==> config.mk <==
export PLATFORM = sky130hd
export DESIGN_NAME = multicycle_controller
export DESIGN_NICKNAME = d
export VERILOG_FILES = /design/src/rtl/multicycle_controller.sv
export SDC_FILE = /design/constraint.sdc
export NUM_CORES = 1
export LEC_CHECK = 0
export CAP_MARGIN = 10
export CELL_PAD_IN_SITES_DETAIL_PLACEMENT = 1
export CELL_PAD_IN_SITES_GLOBAL_PLACEMENT = 2
export CORE_UTILIZATION = 20
export DETAILED_ROUTE_END_ITERATION = 7
export PLACE_DENSITY = 0.73
export SLEW_MARGIN = 40
export SYNTH_ARGS = -nofsm -noshare
export SYNTH_HDL_FRONTEND = slang
export SYNTH_SLANG_ARGS = --single-unit
==> constraint.sdc <==
create_clock -name clk -period 1.6 [get_ports clk]
set_input_delay 0.32 -clock clk [delete_from_list [all_inputs] [get_ports clk]]
set_output_delay 0.32 -clock clk [all_outputs]
set_load 0.02 [all_outputs]
==> src/rtl/multicycle_controller.sv <==
// rtl/multicycle_controller.sv - multicycle control FSM for the 8-bit accumulator datapath (optional INSTR_COUNT_EN instruction counter)
module multicycle_controller #(
    parameter int unsigned WAIT_LIMIT = 0,
    parameter int unsigned CNT_W      = 16
) (
    input  logic             clk,
    input  logic             rst,
    input  logic [2:0]       Opcode,
    input  logic             Zero,
    input  logic             MemReady,
    output logic [1:0]       ALUOp,
    output logic             ALUSrcA,
    output logic [1:0]       ALUSrcB,
    output logic             IorD,
    output logic             MemRead,
    output logic             MemWrite,
    output logic             IRWrite,
    output logic             MDRWrite,
    output logic             ACCWrite,
    output logic             ACCSrc,
    output logic             PCLoad,
    output logic             PCSrc,
`ifdef INSTR_COUNT_EN
    output logic [CNT_W-1:0] InstrCount,
`endif
    output logic             MemError
);

    typedef enum logic [3:0] {
        S_RESET,
        S_FETCH,
        S_DECODE,
        S_MEMRD,
        S_MEMWR,
        S_LOADWB,
        S_ALUWB,
        S_NOTEX,
        S_JMP,
        S_JZ,
        S_HALT
    } state_t;

    localparam logic [2:0] OP_LOAD  = 3'b000;
    localparam logic [2:0] OP_STORE = 3'b001;
    localparam logic [2:0] OP_ADD   = 3'b010;
    localparam logic [2:0] OP_SUB   = 3'b011;
    localparam logic [2:0] OP_AND   = 3'b100;
    localparam logic [2:0] OP_NOT   = 3'b101;
    localparam logic [2:0] OP_JMP   = 3'b110;
    localparam logic [2:0] OP_JZ    = 3'b111;

    // The counter only needs to reach WAIT_LIMIT-1: the cycle that would
    // make it WAIT_LIMIT goes to HALT instead.
    localparam int unsigned WAIT_W = (WAIT_LIMIT > 1) ? $clog2(WAIT_LIMIT) : 1;
    localparam logic [WAIT_W-1:0] WAIT_LAST = WAIT_W'(WAIT_LIMIT - 1);

    state_t            state_q, state_d;
    logic [WAIT_W-1:0] wait_cnt_q, wait_cnt_d;
    logic              mem_wait;
    logic              wait_hit;

    assign wait_hit = (WAIT_LIMIT != 0) && (wait_cnt_q == WAIT_LAST);

    // State and wait-counter registers
    always_ff @(posedge clk or posedge rst) begin
        if (rst) begin
            state_q    <= S_RESET;
            wait_cnt_q <= '0;
        end else begin
            state_q    <= state_d;
            wait_cnt_q <= wait_cnt_d;
        end
    end

    // Next-state decode and datapath control outputs
    always_comb begin
        state_d    = state_q;
        wait_cnt_d = '0;
        mem_wait   = 1'b0;
        ALUOp      = 2'b00;
        ALUSrcA    = 1'b0;
        ALUSrcB    = 2'b00;
        IorD       = 1'b0;
        MemRead    = 1'b0;
        MemWrite   = 1'b0;
        IRWrite    = 1'b0;
        MDRWrite   = 1'b0;
        ACCWrite   = 1'b0;
        ACCSrc     = 1'b0;
        PCLoad     = 1'b0;
        PCSrc      = 1'b0;
        MemError   = 1'b0;

        case (state_q)
            S_RESET: state_d = S_FETCH;
            S_FETCH: begin
                MemRead = 1'b1;
                if (MemReady) begin
                    // PC <= PC + 1 in the same cycle the IR is loaded
                    IRWrite = 1'b1;
                    ALUSrcB = 2'b01;
                    PCLoad  = 1'b1;
                    state_d = S_DECODE;
                end else begin
                    mem_wait = 1'b1;
                end
            end
            S_DECODE: begin
                case (Opcode)
                    OP_LOAD, OP_ADD, OP_SUB, OP_AND: state_d = S_MEMRD;
                    OP_STORE: state_d = S_MEMWR;
                    OP_NOT:   state_d = S_NOTEX;
                    OP_JMP:   state_d = S_JMP;
                    OP_JZ:    state_d = S_JZ;
                    default:  state_d = S_FETCH;
                endcase
            end
            S_MEMRD: begin
                MemRead = 1'b1;
                IorD    = 1'b1;
                if (MemReady) begin
                    MDRWrite = 1'b1;
                    state_d  = (Opcode == OP_LOAD) ? S_LOADWB : S_ALUWB;
                end else begin
                    mem_wait = 1'b1;
                end
            end
            S_MEMWR: begin
                MemWrite = 1'b1;
                IorD     = 1'b1;
                if (MemReady) state_d = S_FETCH;
                else          mem_wait = 1'b1;
            end
            S_LOADWB: begin
                ACCWrite = 1'b1;
                state_d  = S_FETCH;
            end
            S_ALUWB: begin
                ALUSrcA  = 1'b1;
                ACCWrite = 1'b1;
                ACCSrc   = 1'b1;
                case (Opcode)
                    OP_SUB:  ALUOp = 2'b01;
                    OP_AND:  ALUOp = 2'b10;
                    default: ALUOp = 2'b00;
                endcase
                state_d = S_FETCH;
            end
            S_NOTEX: begin
                ALUSrcA  = 1'b1;
                ALUOp    = 2'b11;
                ACCWrite = 1'b1;
                ACCSrc   = 1'b1;
                state_d  = S_FETCH;
            end
            S_JMP: begin
                PCLoad  = 1'b1;
                PCSrc   = 1'b1;
                state_d = S_FETCH;
            end
            S_JZ: begin
                PCLoad  = Zero;
                PCSrc   = 1'b1;
                state_d = S_FETCH;
            end
            S_HALT: MemError = 1'b1;
            default: state_d = S_RESET;
        endcase

        // A stalled memory access either times out or keeps counting
        if (mem_wait) begin
            if (wait_hit) state_d = S_HALT;
            else          wait_cnt_d = wait_cnt_q + 1'b1;
        end
    end

`ifdef INSTR_COUNT_EN
    logic [CNT_W-1:0] instr_cnt_q;

    assign InstrCount = instr_cnt_q;

    // Count completed instructions: every return to FETCH except the one out of RESET
    always_ff @(posedge clk or posedge rst) begin
        if (rst) begin
            instr_cnt_q <= '0;
        end else if ((state_d == S_FETCH) && (state_q != S_FETCH) && (state_q != S_RESET)) begin
            instr_cnt_q <= instr_cnt_q + 1'b1;
        end
    end
`endif

endmodule

== Word level (Yosys, flattened, before mapping) ==
Memories as Yosys holds them, arrays and structs flattened.
Index checks and enable logic that the tools add are counted.

* Output and inout port bits: 15
* Bits in writable memories: 0
* Bits of input ports: 7
* Word-level logic and storage cells: 47
* Memories: 1
* Bits in latches: 0
* Flip-flop bits (word level): 4
* Memory bits (read-only): 32

{| class="wikitable"
|+ Memory list
! name !! depth !! width !! rd ports !! clocked after memory_dff !! write ports !! RTL line !! source
|-
| (name not given) || 8 || 4 || 1 || 0 || 0 || 109 || <nowiki>case (Opcode)</nowiki>
|}

* Bitwise operators: 1
* Multiplexer cells: 20
* Reductions and logical operators: 9
* Equality and inequality tests: 15
* Shifts and indexed selects: 0
* Div/mod/pow operators: 0
* Multiply operators: 0
* $add $sub $neg: 0
* Order comparisons: 0

{| class="wikitable"
|+ Operator list
! operator !! count
|-
| 4-bit case mux with 6 select lines || 1
|-
| 4-bit by 3-bit == test with 1-bit output (second input constant) || 4
|-
| 4-bit == test (second input constant) || 3
|-
| 1-bit two-way mux || 12
|-
| 4-bit two-way mux || 3
|-
| 4-bit by 2-bit == test with 1-bit output (second input constant) || 2
|-
| 2-bit case mux with 2 select lines || 2
|-
| 2-bit OR reduction || 4
|-
| 2-bit != test (second input constant) || 3
|-
| 6-bit OR reduction || 1
|-
| 4-bit by 1-bit == test with 1-bit output (second input constant) || 1
|-
| 4-bit zero test || 1
|-
| 4-bit AND reduction || 1
|-
| 3-bit by 2-bit == test with 1-bit output (second input constant) || 1
|-
| 3-bit == test (second input constant) || 1
|-
| 3-bit zero test || 1
|-
| 1-bit case mux with 3 select lines || 1
|-
| 3-bit OR reduction || 1
|-
| 2-bit two-way mux || 1
|-
| 1-bit NOT || 1
|}

== Depth between registers and ports, before layout ==
Gate-level depths: netlist of the first run.

* Depth after elaboration: 4
* Depth in mapped cells: 6
* Mapped depth without buffers: 5

== Worst setup path before layout of the first run ==
No wires, ideal clock.

* Path type: register to output
* From: register state_q[2]
* To: output port PCLoad
* Path slack: -0.188 ns
* Path buffers: 1
* Data arrival time: 1.468 ns
* Stages on the path, launching flop included: 5
* Data required time: 1.280 ns
* Cells stage by stage: dfrtp_1 buf_6 nor3b_4 and3_2 a21o_1

* Longest elaborated chain between the ends: 2
* Elaborated cells between the ends (all ways): 4
* Those cells by class: 3 x eq/ne; 1 x mux

{| class="wikitable"
|+ RTL lines
! what !! RTL line !! source
|-
| from (decl) || 57 || <nowiki>state_t state_q, state_d;</nowiki>
|-
| from (signal assigned) || 70 || <nowiki>state_q <= state_d;</nowiki>
|-
| 4-bit == test / 4-bit by 1-bit == test with 1-bit output (equally long branches) || 94 || <nowiki>case (state_q)</nowiki>
|-
| 1-bit case mux with 3 select lines * || 94 ||
|-
| to (decl) || 21 || <nowiki>output logic PCLoad,</nowiki>
|}

Mark *: on every way between the ends. The rest lies on a longest branch, timed or not.

== Worst setup path after layout of the first run ==
* From: register state_q[2]
* To: register state_q[0]

* Longest elaborated chain between the ends: 3
* Elaborated cells between the ends (all ways): 18
* Those cells by class: 13 x eq/ne; 1 x mux; 1 x bitwise; 3 x reduce/logical

{| class="wikitable"
|+ RTL lines
! what !! RTL line
|-
| 4-bit by 3-bit == test with 1-bit output, or another cell as far along || 94
|-
| 6-bit OR reduction (no line), or another cell as far along || --
|-
| 4-bit case mux with 6 select lines / 4-bit AND reduction (equally long branches) || --
|}

Parallel ways exist; a longest one is shown, timed or not.
A chain may end at the register's enable or synchronous reset.

==> results of run 1 <==
layout make-up:
cell class	count	area (um2)
Inverter	7	26.3
Tap cell	27	33.8
Clock buffer	3	22.5
Multi-Input combinational cell	45	337
Timing Repair Buffer	48	389
Sequential cell	4	103
Fill cell	268	1130
power breakdown:
part | internal, mW | total (mW) | switching (mW)
clock | 0.0845 | 0.135 | 0.0501
combinational | 0.712 | 1.37 | 0.662
sequential | 0.147 | 0.198 | 0.0516
worst min path at each step:
stage          startpoint         end  slack, ns  cells after the start
5_1_grt               rst  state_q[1]       0.30                      2
4_1_cts               rst  state_q[1]       0.25                      2
3_3_place_gp          rst  state_q[0]       0.50                      2
2_1_floorplan         rst  state_q[0]       0.09                      1
3_5_place_dp          rst  state_q[3]       0.52                      2
6_report              rst  state_q[1]       0.25                      2
synth_stat cells, drive strengths merged (2+ instances only):
library cell	instances	area, um2
a21o	2	16.3
nand3	2	10.0
nor4b	2	32.5
inv	7	26.3
and3	2	15.0
buf	4	33.8
dfrtp	4	100
nor2	9	33.8
a21oi	5	25.0
clkbuf	2	7.51
nor3	2	10.0
nand2b	2	12.5
a31oi	3	18.8
nand2	5	18.8
metrics by stage:
step / power, mW / worst slack (ns) / utilization, %
after floorplan: 0.852 / -0.173 / -
after global placement: 1.37 / -0.462 / 40.1
after detailed placement: 1.41 / -0.464 / 40.1
after CTS: 1.62 / -0.0859 / 42.1
after global routing: 1.82 / -0.148 / 44.6
final: 1.71 / -0.0907 / 44.6
layer usage:
metal	GRT usage, %	vias to the layer above	wire, um
li1	-	312	-
met4	8.57	0	22
met2	25.5	17	907
met3	1.85	2	61
met1	18.1	291	767
met5	0	-	0
repair_timing:
item	CTS	global route
resized for setup	74	9
pin swaps	1	7
setup endpoints to repair	15	12
setup buffers	5	2
critical path, cell delays in order (launching register included):
cell and delay [ns]:
dfrtp_1 0.41, buf_6 0.15, buf_6 0.11, nor4b_4 0.26, a31oi_1 0.13, o2111a_1 0.28, a31oi_1 0.17, nand2_1 0.07
cell families after synthesis:
family / after synthesis
flops: 4
simple gates: 27
buf+inv: 13
other cells: 1
compound gates: 17
==> impl_results.html, run 1 <==
<table>
<tr><th>Metric</th><th>Value</th></tr>
<tr><th colspan="2">Outcome</th></tr>
<tr><td>Violations in the final reports</td><td>negative setup slack</td></tr>
<tr><td>Status</td><td>finished with violations</td></tr>
<tr><th colspan="2">Finish</th></tr>
<tr><td>Area growth from synthesis to final layout</td><td>100%</td></tr>
<tr><td>Ratio of cells with drive above 1 in the final layout</td><td>53.3%</td></tr>
<tr><td>Most used cells in the layout excluding fill and tap cells</td><td>buf_4, nor2_1, buf_6</td></tr>
<tr><td>Layout Cells excl Fill</td><td>134</td></tr>
<tr><td>Regs by FF count</td><td>state_q x4</td></tr>
<tr><td>Flip-flop count of the largest register after layout</td><td>4</td></tr>
<tr><td>Net total in the final layout</td><td>116</td></tr>
<tr><td>Register with the highest flop count</td><td>state_q</td></tr>
<tr><td>Number of antenna repair diodes</td><td>0</td></tr>
<tr><td>Leading cell type in the layout, fill and taps excluded</td><td>buf_4</td></tr>
<tr><td>Fin area</td><td>slightly above 900 um2</td></tr>
<tr><th colspan="2">Die</th></tr>
<tr><td>Starting Density</td><td>approximately 22%</td></tr>
<tr><td>Area of the die</td><td>2470 um2</td></tr>
<tr><td>Die span in x</td><td>49.7 um</td></tr>
<tr><td>Core area</td><td>2040 um2</td></tr>
<tr><td>Number of top-level pins</td><td>22</td></tr>
<tr><td>Count of standard-cell rows</td><td>16</td></tr>
<tr><td>Height of the die</td><td>between 40 and 50 um</td></tr>
<tr><th colspan="2">Logic synthesis</th></tr>
<tr><td>Share of the synthesized netlist area taken by xor and xnor gates</td><td>0%</td></tr>
<tr><td>Flop and latch count out of synthesis</td><td>4</td></tr>
<tr><td>Post-synth EDFFs</td><td>0</td></tr>
<tr><td>Cell Area, Synth</td><td>455 um2</td></tr>
<tr><td>Portion of the post-synthesis area used by sequential elements</td><td>22.0%</td></tr>
<tr><td>Share of synthesized area spent on multiplexers</td><td>0%</td></tr>
<tr><td>Post-Synth Simple-Gate Area</td><td>between 30% and 40%</td></tr>
<tr><td>Cells after synthesis</td><td>just over 60</td></tr>
<tr><td>Unique cell type count in the Yosys netlist</td><td>28</td></tr>
<tr><td>Syn nets</td><td>around 70</td></tr>
<tr><td>Fraction of registers with async set/reset</td><td>100%</td></tr>
<tr><td>Compound-gate portion of the synthesized area</td><td>roughly a quarter</td></tr>
<tr><td>Share of synthesized cell area in full adder, half adder and majority cells</td><td>0%</td></tr>
<tr><td>Syn Area/Cell</td><td>between 7 and 8 um2</td></tr>
<tr><td>Main combinational cell family by area after synthesis</td><td>simple AND/OR/NAND/NOR gates</td></tr>
<tr><td>Synth Flop Type</td><td>dfrtp_1</td></tr>
<tr><td>Number of warnings reported in the yosys synthesis log</td><td>0</td></tr>
<tr><th colspan="2">Timing</th></tr>
<tr><td>Shortest clock period the worst path allows after layout</td><td>1.69 ns</td></tr>
<tr><td>Post-Route Setup TNS</td><td>-0.369 ns</td></tr>
<tr><td>Max Clock Freq</td><td>0.591 GHz</td></tr>
<tr><td>Worst hold slack after final layout</td><td>0.249 ns</td></tr>
<tr><td>Number of setup violations in the final report</td><td>6</td></tr>
<tr><td>Final worst slack</td><td>-0.0907 ns</td></tr>
<tr><td>Final hold viol count</td><td>0</td></tr>
<tr><td>Clock Skews</td><td>0.00935 ns</td></tr>
<tr><td>RSZ-0062 raised after global routing</td><td>yes</td></tr>
<tr><td>Count of pins over their slew limit</td><td>0</td></tr>
<tr><td>Portion of the clock cycle consumed by the worst path in the final layout</td><td>106%</td></tr>
<tr><th colspan="2">Setup path</th></tr>
<tr><td>Worst r2r dst</td><td>state_q[0]</td></tr>
<tr><td>Crit Path Max Fanout</td><td>5</td></tr>
<tr><td>Type of origin of the critical path</td><td>flop</td></tr>
<tr><td>CP arrival</td><td>1.81 ns</td></tr>
<tr><td>Endpoint of the worst setup timing path</td><td>state_q[0]</td></tr>
<tr><td>First element of the critical path</td><td>state_q[2]</td></tr>
<tr><td>Setup crit end kind</td><td>flop</td></tr>
<tr><td>Reg2Reg Setup Slack</td><td>-0.09 ns</td></tr>
<tr><td>Classification of the worst setup path</td><td>flop to flop</td></tr>
<tr><td>Reg-to-Reg Start</td><td>state_q[2]</td></tr>
<tr><td>Required time of the critical path</td><td>1.72 ns</td></tr>
<tr><td>Cell depth of the worst flop-to-flop path</td><td>7</td></tr>
<tr><th colspan="2">Power and ir drop</th></tr>
<tr><td>Worst vdd rail ir drop</td><td>0.743 mV</td></tr>
<tr><td>Static leakage</td><td>0.458 nW</td></tr>
<tr><td>Total power density per cell area</td><td>1870 nW/um2</td></tr>
<tr><th colspan="2">Job</th></tr>
<tr><td>Max-cap violations</td><td>0</td></tr>
<tr><th colspan="2">Clock network</th></tr>
<tr><td>Number of clock buffers inserted by TritonCTS</td><td>3</td></tr>
<tr><td>Clock network latency to the later pin of the worst-skew pair</td><td>0.25 ns</td></tr>
<tr><td>Post-CTS Hold Fix Bufs</td><td>0</td></tr>
<tr><td>CTS tree</td><td>done</td></tr>
<tr><td>Reg clk slew, reported paths</td><td>0.04 ns</td></tr>
<tr><td>Maximum buffer depth of the clock tree</td><td>2</td></tr>
<tr><td>H-tree level count</td><td>1</td></tr>
<tr><td>Root cell of the clock tree</td><td>clkbuf_4</td></tr>
<tr><td>Num Clock Sinks</td><td>4</td></tr>
<tr><th colspan="2">Route</th></tr>
<tr><td>Sum of routed wire length over all layers</td><td>between 1.5 and 2 mm</td></tr>
<tr><td>Post-route ant nets</td><td>0</td></tr>
<tr><td>First-pass iteration count of the detailed router</td><td>4</td></tr>
<tr><td>DRC violation count after routing</td><td>0</td></tr>
<tr><td>Detail-routed via count per cell</td><td>between 4 and 5</td></tr>
<tr><td>Post-DR wirelength/cell</td><td>13.1 um</td></tr>
<tr><td>Overall via count from detail_route</td><td>slightly above 600</td></tr>
<tr><td>DRC marker count from the first detailed-route iteration</td><td>11</td></tr>
<tr><th colspan="2">Placement</th></tr>
<tr><td>Final weighted congestion in routability-driven placement</td><td>0.777</td></tr>
<tr><td>HPWL after detailed placement</td><td>between 1 and 1.5 mm</td></tr>
<tr><td># placed instances</td><td>around 120</td></tr>
<tr><td>Buffers added on ports</td><td>20</td></tr>
<tr><td>Placed cell areas</td><td>820 um2</td></tr>
<tr><th colspan="2">GRT</th></tr>
<tr><td>Overall Global Routing Usage</td><td>15.0%</td></tr>
<tr><td>Via count of the first global-routing pass</td><td>609</td></tr>
<tr><td>Global-route wire length before repair</td><td>between 2 and 3 mm</td></tr>
<tr><td>Pin count of the biggest net entering global routing</td><td>8</td></tr>
<tr><td>Initial antenna violation count</td><td>0</td></tr>
<tr><td>Global route overflow</td><td>0</td></tr>
<tr><th colspan="2">Hold path</th></tr>
<tr><td>Path class of the lowest-slack min-delay path</td><td>input pin to async pin</td></tr>
</table>
(Power assumes the default switching activity.)
==> run 2, diff against run 1 <==
CORE_ASPECT_RATIO = 1.75   (was unset)
==> run 2 against run 1 <==
Fmax decreased by 0.24%. The run still ends with negative setup slack left. Sequential power decreased by 4%. Critical endpoint is now PCLoad. Critical path type is now flop to primary output. Largest cell class unchanged. Non-clock buffer count decreased by 3. First-iteration DRC count unchanged.
==> impl_results.html, run 2 (same netlist as run 1, synthesis figures left out) <==
<table>
<tr><th>Metric</th><th>Value</th></tr>
<tr><th colspan="2">Clock network</th></tr>
<tr><td>Reg clk slew, reported paths</td><td>0.04 ns</td></tr>
<tr><td>Post-CTS Hold Fix Bufs</td><td>0</td></tr>
<tr><td>Number of clock buffers inserted by TritonCTS</td><td>3</td></tr>
<tr><td>Root cell of the clock tree</td><td>clkbuf_4</td></tr>
<tr><td>Num Clock Sinks</td><td>4</td></tr>
<tr><td>Maximum buffer depth of the clock tree</td><td>2</td></tr>
<tr><td>H-tree level count</td><td>1</td></tr>
<tr><td>CTS tree</td><td>done</td></tr>
<tr><td>Clock network latency to the later pin of the worst-skew pair</td><td>0.23 ns</td></tr>
<tr><th colspan="2">Timing</th></tr>
<tr><td>Shortest clock period the worst path allows after layout</td><td>1.69 ns</td></tr>
<tr><td>Post-Route Setup TNS</td><td>-0.331 ns</td></tr>
<tr><td>Clock Skews</td><td>~0.00018 ns</td></tr>
<tr><td>Portion of the clock cycle consumed by the worst path in the final layout</td><td>106%</td></tr>
<tr><td>Max Clock Freq</td><td>0.590 GHz</td></tr>
<tr><td>Number of setup violations in the final report</td><td>6</td></tr>
<tr><td>Worst hold slack after final layout</td><td>0.267 ns</td></tr>
<tr><td>RSZ-0062 raised after global routing</td><td>yes</td></tr>
<tr><td>Count of pins over their slew limit</td><td>0</td></tr>
<tr><td>Final worst slack</td><td>-0.0949 ns</td></tr>
<tr><td>Final hold viol count</td><td>0</td></tr>
<tr><th colspan="2">Power and ir drop</th></tr>
<tr><td>Fraction of power consumed by the clock network</td><td>7.2%</td></tr>
<tr><td>Part of the total power dissipated in sequential elements</td><td>11.4%</td></tr>
<tr><td>Total power density per cell area</td><td>1860 nW/um2</td></tr>
<tr><td>Worst vdd rail ir drop</td><td>just under 0.9 mV</td></tr>
<tr><td>Switching power</td><td>0.757 mW</td></tr>
<tr><td>Cell Int Power</td><td>0.918 mW</td></tr>
<tr><td>Proportion of total power due to net switching</td><td>45.2%</td></tr>
<tr><td>Combinational Power Share</td><td>81.4%</td></tr>
<tr><td>Static leakage</td><td>0.439 nW</td></tr>
<tr><td>Total power of the final layout</td><td>1.67 mW</td></tr>
<tr><th colspan="2">Hold path</th></tr>
<tr><td>Path class of the lowest-slack min-delay path</td><td>input pin to async pin</td></tr>
<tr><th colspan="2">Setup path</th></tr>
<tr><td>Combined buffer and inverter count along the critical path</td><td>1</td></tr>
<tr><td>Worst r2r dst</td><td>state_q[0]</td></tr>
<tr><td>Reg-to-Reg Start</td><td>state_q[2]</td></tr>
<tr><td>First element of the critical path</td><td>state_q[2]</td></tr>
<tr><td>Reg2Reg Setup Slack</td><td>-0.08 ns</td></tr>
<tr><td>CP arrival</td><td>between 1 and 1.5 ns</td></tr>
<tr><td>Required time of the critical path</td><td>approximately 1.3 ns</td></tr>
<tr><td>Cell depth of the worst flop-to-flop path</td><td>7</td></tr>
<tr><td>Endpoint of the worst setup timing path</td><td>PCLoad</td></tr>
<tr><td>Classification of the worst setup path</td><td>flop to primary output</td></tr>
<tr><td>Largest delay contributor family on the critical path</td><td>simple AND/OR/NAND/NOR gates</td></tr>
<tr><td>Critical path, cell by cell</td><td>nor3b_4, and3_4, a21o_1, buf_6</td></tr>
<tr><td>Instance count on the critical path</td><td>4</td></tr>
<tr><td>Setup crit end kind</td><td>primary output</td></tr>
<tr><td>Crit Path Max Fanout</td><td>4</td></tr>
<tr><td>Largest stage delay on the critical path</td><td>0.42 ns</td></tr>
<tr><td>Type of origin of the critical path</td><td>flop</td></tr>
<tr><td>Cell with the largest stage delay on the worst path</td><td>dfrtp_1</td></tr>
<tr><th colspan="2">Outcome</th></tr>
<tr><td>Status</td><td>finished with violations</td></tr>
<tr><td>Violations in the final reports</td><td>negative setup slack</td></tr>
<tr><th colspan="2">GRT</th></tr>
<tr><td>Global-route wire length before repair</td><td>2.75 mm</td></tr>
<tr><td>Via count of the first global-routing pass</td><td>679</td></tr>
<tr><td>Initial antenna violation count</td><td>0</td></tr>
<tr><td>Pin count of the biggest net entering global routing</td><td>12</td></tr>
<tr><td>Global route overflow</td><td>0</td></tr>
<tr><td>Overall Global Routing Usage</td><td>15.6%</td></tr>
<tr><th colspan="2">Route</th></tr>
<tr><td>Detail-routed via count per cell</td><td>4.84</td></tr>
<tr><td>Overall via count from detail_route</td><td>620</td></tr>
<tr><td>DRC violation count after routing</td><td>0</td></tr>
<tr><td>First-pass iteration count of the detailed router</td><td>3</td></tr>
<tr><td>Sum of routed wire length over all layers</td><td>1.69 mm</td></tr>
<tr><td>Sum of met3 wire segment lengths after detailed routing</td><td>35 um</td></tr>
<tr><td>Post-DR wirelength/cell</td><td>13.2 um</td></tr>
<tr><td>Routed wire length on met2</td><td>1.06 mm</td></tr>
<tr><td>Uppermost metal layer occupied by signal nets</td><td>met4</td></tr>
<tr><td>DRC marker count from the first detailed-route iteration</td><td>11</td></tr>
<tr><td>Met1 Wirelength</td><td>581 um</td></tr>
<tr><td>Post-route ant nets</td><td>0</td></tr>
<tr><th colspan="2">Finish</th></tr>
<tr><td>Area growth from synthesis to final layout</td><td>97.3%</td></tr>
<tr><td>Number of antenna repair diodes</td><td>0</td></tr>
<tr><td>Flip-flop count of the largest register after layout</td><td>4</td></tr>
<tr><td>Ratio of cells with drive above 1 in the final layout</td><td>a little over half</td></tr>
<tr><td>Fin area</td><td>898 um2</td></tr>
<tr><td>Net total in the final layout</td><td>about 110</td></tr>
<tr><td>Regs by FF count</td><td>state_q x4</td></tr>
<tr><td>Register with the highest flop count</td><td>state_q</td></tr>
<tr><td>Leading cell type in the layout, fill and taps excluded</td><td>buf_4</td></tr>
<tr><td>Most used cells in the layout excluding fill and tap cells</td><td>buf_4, nor2_1, inv_1, clkdlybuf4s50_1, buf_6</td></tr>
<tr><th colspan="2">Die</th></tr>
<tr><td>Count of standard-cell rows</td><td>22</td></tr>
<tr><td>Die span in x</td><td>38.1 um</td></tr>
<tr><td>Height of the die</td><td>65.1 um</td></tr>
<tr><td>Number of top-level pins</td><td>22</td></tr>
<tr><td>Area of the die</td><td>roughly 2500 um2</td></tr>
<tr><td>Core area</td><td>2120 um2</td></tr>
<tr><td>Starting Density</td><td>21.5%</td></tr>
<tr><th colspan="2">Placement</th></tr>
<tr><td>HPWL after detailed placement</td><td>1.28 mm</td></tr>
<tr><td>Placed cell areas</td><td>793 um2</td></tr>
<tr><td>Buffers added on ports</td><td>20</td></tr>
<tr><td>Final weighted congestion in routability-driven placement</td><td>0.799</td></tr>
<tr><th colspan="2">Job</th></tr>
<tr><td>Max-cap violations</td><td>0</td></tr>
</table>
[run 2: layout make-up]
| class | instances | area (um2) |
|---|---|---|
| sequential | 4 | 100 |
| fill | 272 | 1220 |
| timing repair buffer | 45 | 368 |
| multi-input combinational | 45 | 352 |
| inverter | 7 | 26.3 |
| tap | 24 | 30.0 |
| clock buffer | 3 | 22.5 |
[run 2: how the worst min path moves through the flow]
stage | from | to | slack (ns) | depth (start not counted)
final | rst | state_q[1] | 0.27 | 2
after global routing | rst | state_q[2] | 0.29 | 2
after CTS | rst | state_q[1] | 0.26 | 2
after detailed placement | rst | state_q[2] | 0.52 | 2
after global placement | rst | state_q[2] | 0.51 | 2
after floorplan | rst | state_q[0] | 0.09 | 1
[run 2: timing repair]
item / 4_1_cts / 5_1_grt
resized for setup: 73 / 4
pin swaps: 9 / 2
setup endpoints to repair: 15 / 17
gates cloned: 1 / 0
buffers inserted: 7 / 0
[run 2: worst reg2reg max path, stage by stage, from the launching register on]
cell,delay [ns]
dfrtp_1,0.42
buf_6,0.16
nor4b_4,0.34
buf_4,0.19
nand3_2,0.06
o2111a_1,0.17
a31oi_1,0.14
nand2_1,0.08
[run 2: per-layer routing]
layer | GRT usage, % | vias to the layer above
met4 | 8.93 | 0
met1 | 14.2 | 303
met3 | 2.70 | 2
met5 | 0 | -
met2 | 29.4 | 12
li1 | - | 303
[run 2: per-stage QoR]
stage | instances | utilization (%) | setup slack, ns
global route | 128 | 42.4 | -0.174
CTS | 129 | 41.9 | -0.123
floorplan | 62 | - | -0.173
finish | 128 | 42.4 | -0.0949
global placement | 118 | 37.4 | -0.393
detailed placement | 118 | 37.4 | -0.426
[run 2: power by group through the flow]
stage          sequential (mW)  clock, mW  combinational (mW)
2_1_floorplan            0.192          0               0.661
3_3_place_gp             0.180          0                1.17
3_5_place_dp             0.181          0                1.18
4_1_cts                  0.189      0.129                1.38
5_1_grt                  0.194      0.139                1.46
6_report                 0.190      0.121                1.36
